[config.mk]
export PLATFORM = sky130hd
export DESIGN_NAME = inst_fetch_ctrl
export DESIGN_NICKNAME = d
export VERILOG_FILES = /design/src/rtl/inst_fetch_ctrl.sv
export SDC_FILE = /design/constraint.sdc
export NUM_CORES = 1
export LEC_CHECK = 0
export ABC_AREA = 1
export BUFFER_PORTS_ARGS = -buffer_cell sky130_fd_sc_hd__buf_4
export CELL_PAD_IN_SITES_DETAIL_PLACEMENT = 0
export CELL_PAD_IN_SITES_GLOBAL_PLACEMENT = 2
export CORE_ASPECT_RATIO = 0.7
export CORE_MARGIN = 1
export CORE_UTILIZATION = 27
export DETAILED_ROUTE_END_ITERATION = 12
export PLACE_DENSITY = 0.68
export SETUP_SLACK_MARGIN = 0.02
export SLEW_MARGIN = 20
export SYNTH_ARGS = -nofsm -noshare
export SYNTH_HDL_FRONTEND = slang
export SYNTH_SLANG_ARGS = --single-unit
[constraint.sdc]
create_clock -name clk -period 3.6 [get_ports clk]
set_input_delay 0.72 -clock clk [delete_from_list [all_inputs] [get_ports clk]]
set_output_delay 0.72 -clock clk [all_outputs]
set_load 0.1 [all_outputs]
[src/rtl/inst_fetch_ctrl.sv]
// inst_fetch_ctrl: owns the instruction SRAM; loads a program from the host, then streams it to the decoder.
// A skid FIFO absorbs the SRAM's one-cycle read latency so that backpressure never loses a word.
module inst_fetch_ctrl #(
  parameter int ADDR_W = 5,
  parameter int DATA_W = 32,
  parameter int FIFO_D = 3
) (
  input  logic              clk,
  input  logic              rst_n,
  input  logic              load_start,
  input  logic              load_valid,
  input  logic [DATA_W-1:0] load_data,
  input  logic              load_last,
  output logic              load_ready,
  input  logic              start,
  output logic [ADDR_W:0]   prog_len,
  output logic              inst_valid,
  input  logic              inst_ready,
  output logic [DATA_W-1:0] inst_data,
  output logic [ADDR_W-1:0] inst_pc,
  output logic              busy,
  output logic              done,
  output logic              sram_ceb,
  output logic              sram_web,
  output logic [ADDR_W-1:0] sram_A,
  output logic [DATA_W-1:0] sram_D,
  input  logic [DATA_W-1:0] sram_Q
);
  localparam int PW = (FIFO_D > 1) ? $clog2(FIFO_D) : 1;
  localparam int CW = $clog2(FIFO_D + 1);
  localparam logic [CW:0] L_DEPTH = (CW+1)'(FIFO_D);
  localparam logic [PW-1:0] L_PTR_MAX = PW'(FIFO_D - 1);
  localparam logic [1:0] S_IDLE = 2'd0, S_LOAD = 2'd1, S_FETCH = 2'd2, S_DRAIN = 2'd3;

  logic [1:0]        r_state;
  logic [ADDR_W-1:0] r_wr_ptr;
  logic [ADDR_W:0]   r_prog_len;
  logic [ADDR_W:0]   r_pc;
  logic [ADDR_W-1:0] r_pc_d;
  logic              r_inflight;
  logic              r_done;
  logic [DATA_W-1:0] r_fifo_d  [FIFO_D];
  logic [ADDR_W-1:0] r_fifo_pc [FIFO_D];
  logic [PW-1:0]     r_head;
  logic [PW-1:0]     r_tail;
  logic [CW-1:0]     r_count;

  logic              w_beat;
  logic              w_issue;
  logic              w_last_issue;
  logic              w_push;
  logic              w_pop;
  logic              w_end_load;
  logic [CW:0]       w_occ;

  // Occupancy counts the read still in the SRAM pipe so a push can never find the FIFO full.
  assign w_occ        = {1'b0, r_count} + {{CW{1'b0}}, r_inflight};
  assign w_beat       = (r_state == S_LOAD) && load_valid;
  assign w_issue      = (r_state == S_FETCH) && (r_pc < r_prog_len) && (w_occ < L_DEPTH);
  assign w_last_issue = w_issue && (r_pc == r_prog_len - (ADDR_W+1)'(1));
  assign w_end_load   = w_beat && (load_last || (r_wr_ptr == {ADDR_W{1'b1}}));
  assign w_push       = r_inflight;
  assign w_pop        = inst_valid && inst_ready;

  assign load_ready = (r_state == S_LOAD);
  assign busy       = (r_state != S_IDLE);
  assign done       = r_done;
  assign prog_len   = r_prog_len;
  assign inst_valid = (r_count != '0);
  assign inst_data  = inst_valid ? r_fifo_d[r_head] : '0;
  assign inst_pc    = inst_valid ? r_fifo_pc[r_head] : '0;
  assign sram_ceb   = !(w_beat || w_issue);
  assign sram_web   = !w_beat;
  assign sram_A     = w_beat ? r_wr_ptr : w_issue ? r_pc[ADDR_W-1:0] : '0;
  assign sram_D     = w_beat ? load_data : '0;

  always_ff @(posedge clk) begin
    if (!rst_n) begin
      r_state    <= S_IDLE;
      r_wr_ptr   <= '0;
      r_prog_len <= '0;
      r_pc       <= '0;
      r_pc_d     <= '0;
      r_inflight <= 1'b0;
      r_done     <= 1'b0;
      r_head     <= '0;
      r_tail     <= '0;
      r_count    <= '0;
    end else begin
      r_done     <= 1'b0;
      r_inflight <= w_issue;
      if (w_issue) begin
        r_pc_d <= r_pc[ADDR_W-1:0];
        r_pc   <= r_pc + (ADDR_W+1)'(1);
      end
      if (w_push) begin
        r_fifo_d[r_tail]  <= sram_Q;
        r_fifo_pc[r_tail] <= r_pc_d;
        r_tail            <= (r_tail == L_PTR_MAX) ? '0 : r_tail + PW'(1);
      end
      if (w_pop)
        r_head <= (r_head == L_PTR_MAX) ? '0 : r_head + PW'(1);
      r_count <= (w_push && !w_pop) ? r_count + CW'(1) :
                 (w_pop && !w_push) ? r_count - CW'(1) : r_count;
      case (r_state)
        S_IDLE: begin
          if (load_start) begin
            r_state  <= S_LOAD;
            r_wr_ptr <= '0;
          end else if (start) begin
            if (r_prog_len == '0) r_done <= 1'b1;
            else begin
              r_state <= S_FETCH;
              r_pc    <= '0;
            end
          end
        end
        S_LOAD: begin
          if (w_beat) r_wr_ptr <= r_wr_ptr + ADDR_W'(1);
          if (w_end_load) begin
            r_prog_len <= {1'b0, r_wr_ptr} + (ADDR_W+1)'(1);
            r_state    <= S_IDLE;
          end
        end
        S_FETCH: if (w_last_issue) r_state <= S_DRAIN;
        default: begin
          if (!r_inflight && (r_count == '0)) begin
            r_done  <= 1'b1;
            r_state <= S_IDLE;
          end
        end
      endcase
    end
  end
endmodule

# ---- Yosys cells after proc, flatten, opt, wreduce, memory -nomap -nowiden
# Memory sizes are Yosys's and may differ from the RTL's. A register that Yosys moved wholly into a read port is not among the register bits.
# Index checks and enable logic that the tools add are counted.
# Widths: inputs -> output; s select.
dict set report classes {
  n_addsub 9
  order_cmp 2
  eq_ne 12
  muxes 36
  reduce_logical 27
}
# operator n
set op_table {}
lappend op_table {{$mux 32} 2}
lappend op_table {{$mux 6} 5}
lappend op_table {{$mux 2} 14}
lappend op_table {{$mux 5} 5}
lappend op_table {{$pmux 5 s2} 1}
lappend op_table {{$logic_and 1x1->1} 9}
lappend op_table {{$reduce_bool 2->1} 4}
lappend op_table {{$mux 1} 7}
lappend op_table {{$add 2x1->2 const B} 3}
lappend op_table {{$add 5x1->6 const B} 1}
lappend op_table {{$add 6x1->6 const B} 1}
lappend op_table {{$eq 2x2->1 const B} 3}
lappend op_table {{$eq 6x6->1} 1}
lappend op_table {{$logic_not 6->1} 1}
lappend op_table {{$lt 6x6->1} 1}
lappend op_table {{$ne 3x3->1 const B} 2}
lappend op_table {{$pmux 2 s3} 1}
lappend op_table {{$sub 6x1->6 const B} 1}
lappend op_table {{$add 5x1->5 const B} 1}
lappend op_table {{$eq 5x5->1 const B} 1}
lappend op_table {{$reduce_and 5->1} 1}
lappend op_table {{$logic_not 1->1} 4}
lappend op_table {{$logic_not 2->1} 2}
lappend op_table {{$ne 2x1->1 const B} 2}
lappend op_table {{other kinds (11)} 13}
dict set report word_totals {
  ff_bits 32
  mem_bits_rw 111
  output_inout_bits 86
  elab_cells 98
  mem_count 2
}
# name words word_bits rd rd_ports_with_merged_regs wr line
set mem_list {}
lappend mem_list {r_fifo_d 3 32 1 1 1 42} ;# logic [DATA_W-1:0] r_fifo_d [FIFO_D];
lappend mem_list {r_fifo_pc 3 5 1 1 1 43} ;# logic [ADDR_W-1:0] r_fifo_pc [FIFO_D];

# ---- Depth between registers and ports, before layout
# Gate-level depths: netlist of the first run.
dict set report logic_depth {
  word_depth 8
  mapped_depth 13
  depth_no_buf 13
}

# ---- Least setup slack after synthesis of the first run
# OpenSTA, ideal clock, no wires.
dict set report synth_path {
  kind {register -> output}
  startpoint {reg r_prog_len[4] (netlist: prog_len[4])}
  endpoint {out sram_A[1]}
  arrival_ns 4.209
  required_time_ns 2.880
  slack_ns -1.329
  stages_incl_launch_ff 11
  cell_sequence {dfxtp_1 -> inv_1 -> ha_1 -> nand2_1 -> inv_1 -> nand2_1 -> nand4_1 -> nor2_2 -> buf_6 -> nand2_1 -> o21ai_0}
}
dict set report synth_between {
  elab_chain_cells 5
}
# element line
set synth_lines {}
lappend synth_lines {{start: declaration} 37} ;# logic [ADDR_W:0] r_prog_len;
lappend synth_lines {{start signal: assignment} 121} ;# r_prog_len <= {1'b0, r_wr_ptr} + (ADDR_W+1)'(1);
lappend synth_lines {{$lt 6x6->1} 59} ;# assign w_issue = (r_state == S_FETCH) && (r_pc < r_prog_len) && (w_occ < L_DEPTH);
lappend synth_lines {{$logic_and 1x1->1 (2 in a row)} 59}
lappend synth_lines {{via w_issue} 49} ;# logic w_issue;
lappend synth_lines {{$mux 5 (2 in a row)} 74} ;# assign sram_A = w_beat ? r_wr_ptr : w_issue ? r_pc[ADDR_W-1:0] : '0;
lappend synth_lines {{end: declaration} 25} ;# output logic [ADDR_W-1:0] sram_A,
# The timed path passes the listed nets, and every way through them passes these cells.

# ---- Worst setup path after layout of the first run
dict set report layout_path {
  startpoint {reg r_prog_len[3] (netlist: prog_len[3])}
  endpoint {out sram_A[2]}
}
dict set report layout_between {
  elab_chain_cells 5
}
# element line
set layout_lines {}
lappend layout_lines {{$lt 6x6->1} 59}
lappend layout_lines {{$logic_and 1x1->1 (2 in a row)} 59}
lappend layout_lines {{$mux 5 (2 in a row)} 74}
# Every way passes these cells.

==> results of run 1 <==
final cells by class:
cell class / instances / area [um2]
inverter: 150 / 564
clock inverter: 14 / 171
multi-input combinational: 340 / 2070
tap: 318 / 398
fill: 2438 / 15100
timing repair buffer: 167 / 1280
clock buffer: 18 / 429
sequential: 145 / 4020
synth_stat cells, types with 4 or more instances:
| library cell | count | share of area |
|---|---|---|
| a21oi_1 | 67 | 0.050 |
| buf_2 | 7 | 0.0052 |
| nand2_1 | 67 | 0.038 |
| a211oi_1 | 4 | 0.0045 |
| edfxtp_1 | 111 | 0.50 |
| o21ai_0 | 54 | 0.040 |
| nor2_1 | 57 | 0.032 |
| nand3_1 | 11 | 0.0082 |
| mux2_2 | 37 | 0.062 |
| inv_1 | 145 | 0.081 |
| nand4_1 | 4 | 0.0037 |
| ha_1 | 18 | 0.034 |
| dfxtp_1 | 34 | 0.10 |
| clkbuf_1 | 12 | 0.0067 |
final timing paths:
check,to,cells past startpoint
setup / recovery,sram_A[2],11
hold / removal,r_wr_ptr[3],2
setup reg to reg,r_count[1],8
hold reg to reg,r_wr_ptr[3],2
metal layers:
metal,routed length (um),track usage,vias to the layer above
met5,13,0,-
met4,74,0.0349,2
met3,933,0.0382,4
met2,8170,0.236,140
met1,7940,0.179,2373
li1,-,-,2495
through the flow:
| stage | std cells | util | TNS [ns] | setup slack, ns | total power, uW |
|---|---|---|---|---|---|
| floorplan | 659 | - | -1.86 | -0.262 | 5090 |
| global placement | 1120 | 0.347 | 0 | 0.794 | 5990 |
| detailed placement | 1120 | 0.347 | 0 | 0.777 | 6000 |
| CTS | 1152 | 0.372 | 0 | 0.322 | 7810 |
| global route | 1152 | 0.372 | 0 | 0.153 | 8100 |
| finish | 1152 | 0.372 | 0 | 0.385 | 7710 |
flip-flops by register name, summed over array words and instances (netlist names), named ones only:
register / flops
done: 1
prog_len: 6
r_count: 2
r_fifo_d: 96
r_fifo_pc: 15
r_head: 2
r_inflight: 1
r_pc: 6
r_pc_d: 5
r_state: 2
r_tail: 2
r_wr_ptr: 5
power by group through the flow:
stage	Clock, uW	Sequential, uW	Combinational, uW
floorplan	0	2030	3060
global placement	0	2050	3940
detailed placement	0	2050	3950
CTS	1840	2020	3960
global route	1920	2030	4150
finish	1780	2010	3920
worst max-delay path: cells and delay by family (launching register included):
family	cells	cell delay, ns
flip-flops	1	0.39
AND/OR/NAND/NOR	6	0.63
AO/OA/AOI/OAI	1	0.15
buffers and inverters	3	0.60
adder cells (fa/ha/maj)	1	0.31
cell families (layout without fill, tap and decap cells):
group | Yosys count | after routing
AO/OA/AOI/OAI | 135 | 135
buffers and inverters | 174 | 349
AND/OR/NAND/NOR | 147 | 147
XOR/XNOR | 3 | 3
multiplexers | 37 | 37
flip-flops | 145 | 145
adder cells (fa/ha/maj) | 18 | 18
==> reports/metrics.csv, run 1 <==
metric,value,unit
post_synth_mux_area_share,0.0623,
powerDensity,863,mW/mm2
die_x,190,um
synth-compound-area-share,0.109,
swShare,0.505,
path_class,flop to output pin,
final_common_cell,buf_4,
startpoint_type,flop,
clock.fmax,0.311,GHz
nNetsFinal,910,
power.switching,3900,uW
finalHoldViolCount,0,
synth_cell_types,33,
yosys_warnings,0,
cts_hold_buf,0,
synthCells,659,
cpPeakStageDelay,0.39,ns
synth_flop_cell,edfxtp_1,
initial_utilization,0.279,
drv_slew,0,
min_from,r_wr_ptr[3],
final_cell_mix,"buf_4, inv_1, edfxtp_1",
slew_headroom,0.577,
core_region_area,0.0240,mm2
vias_per_cell,4.35,
synth_edf_count,111,
area_growth_syn_to_layout,33.5,%
ys_ff_latch,145,
arrival,2.49,ns
clock_latency,0.41,ns
critical_path.startpoint,prog_len[3],
leakagePower,0.00408,uW
drv_cap,0,
fp.dieArea,0.0254,mm2
gp_congestion,0.845,
status,finished clean,
dp.final_hpwl,12.3,mm
finalSetupViolCount,0,
clock_sinks,145,
io_buffers,156,
cts_tree,done,
worstMarginPinSlew,0.635,ns
root_buffer,clkbuf_16,
cp_common_cell,nand2_1,
io_pins,157,
synth_top_family_by_area,compound AO/OA/AOI/OAI gates,
grt_pass1_wl,27.3,mm
wire_per_inst,14.9,um
crit_required,2.88,ns
period_share,0.893,
die_h,134,um
wirelength,17.1,mm
crit_slowest_cell,dfxtp_1,
finalInstanceArea,0.00893,mm2
num_vias,5014,
fin_worst_skew,0.0109,ns
cts_made_buffers,17,
cts_resized,0,
grt-ovfl-total,0,
syn_nets,748,
core.rowCount,47,
rsz0062_at_grt,false,
dr.pass1.iters,4,
crit_fanout,7,
synthSimpleGateAreaFrac,0.0902,
syn_area,0.00669,mm2
max-vdd-ir-drop,412,uV
rr_startpoint,r_count[0],
period_minus_slack,3.21,ns
rrSetupSlack,1.43,ns
htreeDepth,4,
post-cts-setup-buffers,0,
power_frac_clock,0.231,
holdWs,0.487,ns
drive_gt1_frac,0.317,
combPwrFrac,0.508,
antenna_left,0,
first_iter_violations,238,
track_usage,0.141,
cp-end-kind,output pin,
drc_errors,0,
yosysSeqAreaShare,0.600,
synth_xor_area_frac,0.00393,
antenna_found_initial,1,
async_reset_ff_frac,0,
dpl_cell_area,0.00833,mm2
n_antenna_cell,0,
power.internal,3810,uW
cp_cell_sequence,inv_1 > ha_1 > nand2_1 > nand2_1 > nand2_1 > nand4_1 > nor2_2 > buf_4 > nand2_1 > o21ai_2 > buf_4,
syn_avg_cell_area,10.1,um2
grt_pass1_vias,5210,
pwr-share-seq,0.261,
hp-class,flop to flop,
synthAdderAreaFrac,0.0337,
grt_max_degree,39,
clockBufferDepth,2,
path_clk_slew,0.07,ns
(Power assumes the default switching activity.)
==> run 2: changes to the inputs <==
CORE_ASPECT_RATIO = 0.8   (was 0.7)
GPL_TIMING_DRIVEN = 0   (was not set)
==> run 2 against run 1 <==
Net effect: register-to-register slack improved by 0.05 ns; cell count is 1.6% higher; via count decreased by 0.46%; die area about the same; worst hold slack lost 0.012 ns.
==> reports/metrics.csv, run 2 (synthesized netlist as in run 1, its figures left out) <==
metric,value,unit
first_iter_violations,261,
n_antenna_cell,0,
place_inst,1138,
io_pins,157,
wirelength,16.6,mm
cp-end-kind,output pin,
rsz0062_at_grt,false,
final_common_cell,buf_4,
hp-class,flop to flop,
antenna_found_initial,0,
dr.pass1.iters,6,
tns,0,ns
pwr-share-seq,0.256,
clock_sinks,145,
worstMarginPinSlew,0.786,ns
startpoint_type,flop,
fin_worst_skew,0.0121,ns
crit_required,2.88,ns
period_share,0.929,
powerDensity,843,mW/mm2
grt_max_degree,20,
die_x,178,um
nNetsFinal,928,
grt_pass1_wl,25.8,mm
max-vdd-ir-drop,341,uV
cts_tree,done,
reg_top3,"r_fifo_d x96, r_fifo_pc x15",
fp.dieArea,0.0254,mm2
io_buffers,156,
pre_cts_ws,0.681,ns
cp_common_cell,nand2_1,
cp_num_buf_inv,3,
power_frac_clock,0.220,
crit_family,buffers and inverters,
period_minus_slack,3.34,ns
grt_pass1_vias,4887,
arrival,2.62,ns
vias_per_cell,4.27,
die_h,143,um
root_buffer,clkbuf_16,
leakagePower,0.00411,uW
power,7590,uW
stdcell_count,1170,
dp.final_hpwl,12.2,mm
final.fill_count,2476,
power.internal,3670,uW
htreeDepth,4,
drc_errors,0,
finalSetupViolCount,0,
path_clk_slew,0.06,ns
cpPeakStageDelay,0.45,ns
top_register,r_fifo_d,
drv_slew,0,
drv_cap,0,
cts_resized,0,
grt-ovfl-total,0,
largest_reg_flops,96,
final_cell_mix,"buf_4, inv_1, edfxtp_1",
status,finished clean,
post-cts-setup-buffers,0,
path_class,flop to output pin,
cts_made_buffers,17,
finalHoldViolCount,0,
slew_headroom,0.474,
drive_gt1_frac,0.311,
rrSetupSlack,1.48,ns
antenna_left,0,
gp_congestion,0.736,
grt_use_met2,0.211,
crit_slowest_cell,dfxtp_1,
setup_slack,0.255,ns
fin_util,0.370,
wire_per_inst,14.2,um
power.switching,3920,uW
cts_hold_buf,0,
core_region_area,0.0243,mm2
combPwrFrac,0.524,
clock.fmax,0.299,GHz
num_vias,4991,
area_growth_syn_to_layout,34.6,%
initial_utilization,0.275,
core.rowCount,51,
crit_fanout,10,
swShare,0.517,
track_usage,0.136,
clock_latency,0.42,ns
busiest_layer,met2,
clockBufferDepth,2,
cp_cell_sequence,inv_1 > ha_1 > nand2_1 > nand2_1 > nand2_1 > nand4_1 > nor2_2 > buf_6 > ha_1 > nand2_1 > o21ai_1 > buf_4,
use_met3,0.0413,
grtUsageMet1,0.182,
[run 2: final cells by class]
type,count,area [um2],share of cell area
Timing Repair Buffer,161,1280,0.143
Clock inverter,15,141,0.0157
Tap cell,318,398,0.0442
Buffer,24,111,0.0124
Sequential cell,145,4010,0.446
Multi-Input combinational cell,340,2070,0.229
Clock buffer,17,425,0.0472
Inverter,150,564,0.0627
[run 2: per-layer routing]
layer	part of all wire	routed length, um
met5	0	0
met4	0.0072	120
met1	0.48	8030
met3	0.069	1150
met2	0.44	7280
[run 2: power by group through the flow]
stage	sequential (uW)	combinational (uW)	clock (uW)
global route	1950	4240	1770
finish	1940	3980	1670
global placement	1980	4020	0
floorplan	2030	3060	0
CTS	1940	4030	1710
detailed placement	1980	4020	0
[run 2: final timing paths]
check | endpoint | cells past startpoint | startpoint
hold / removal | r_fifo_pc[2][4] | 0 | r_pc_d[4]
hold reg to reg | r_fifo_pc[2][4] | 0 | r_pc_d[4]
setup reg to reg | r_pc[1] | 10 | prog_len[3]
setup / recovery | sram_A[0] | 12 | prog_len[3]
[run 2: per-stage QoR]
stage,hold slack (ns),cell area [um2]
4_1_cts,0.469,9000
2_1_floorplan,0.438,6730
6_report,0.475,9000
3_3_place_gp,0.467,8300
3_5_place_dp,0.462,8440
5_1_grt,0.464,9000
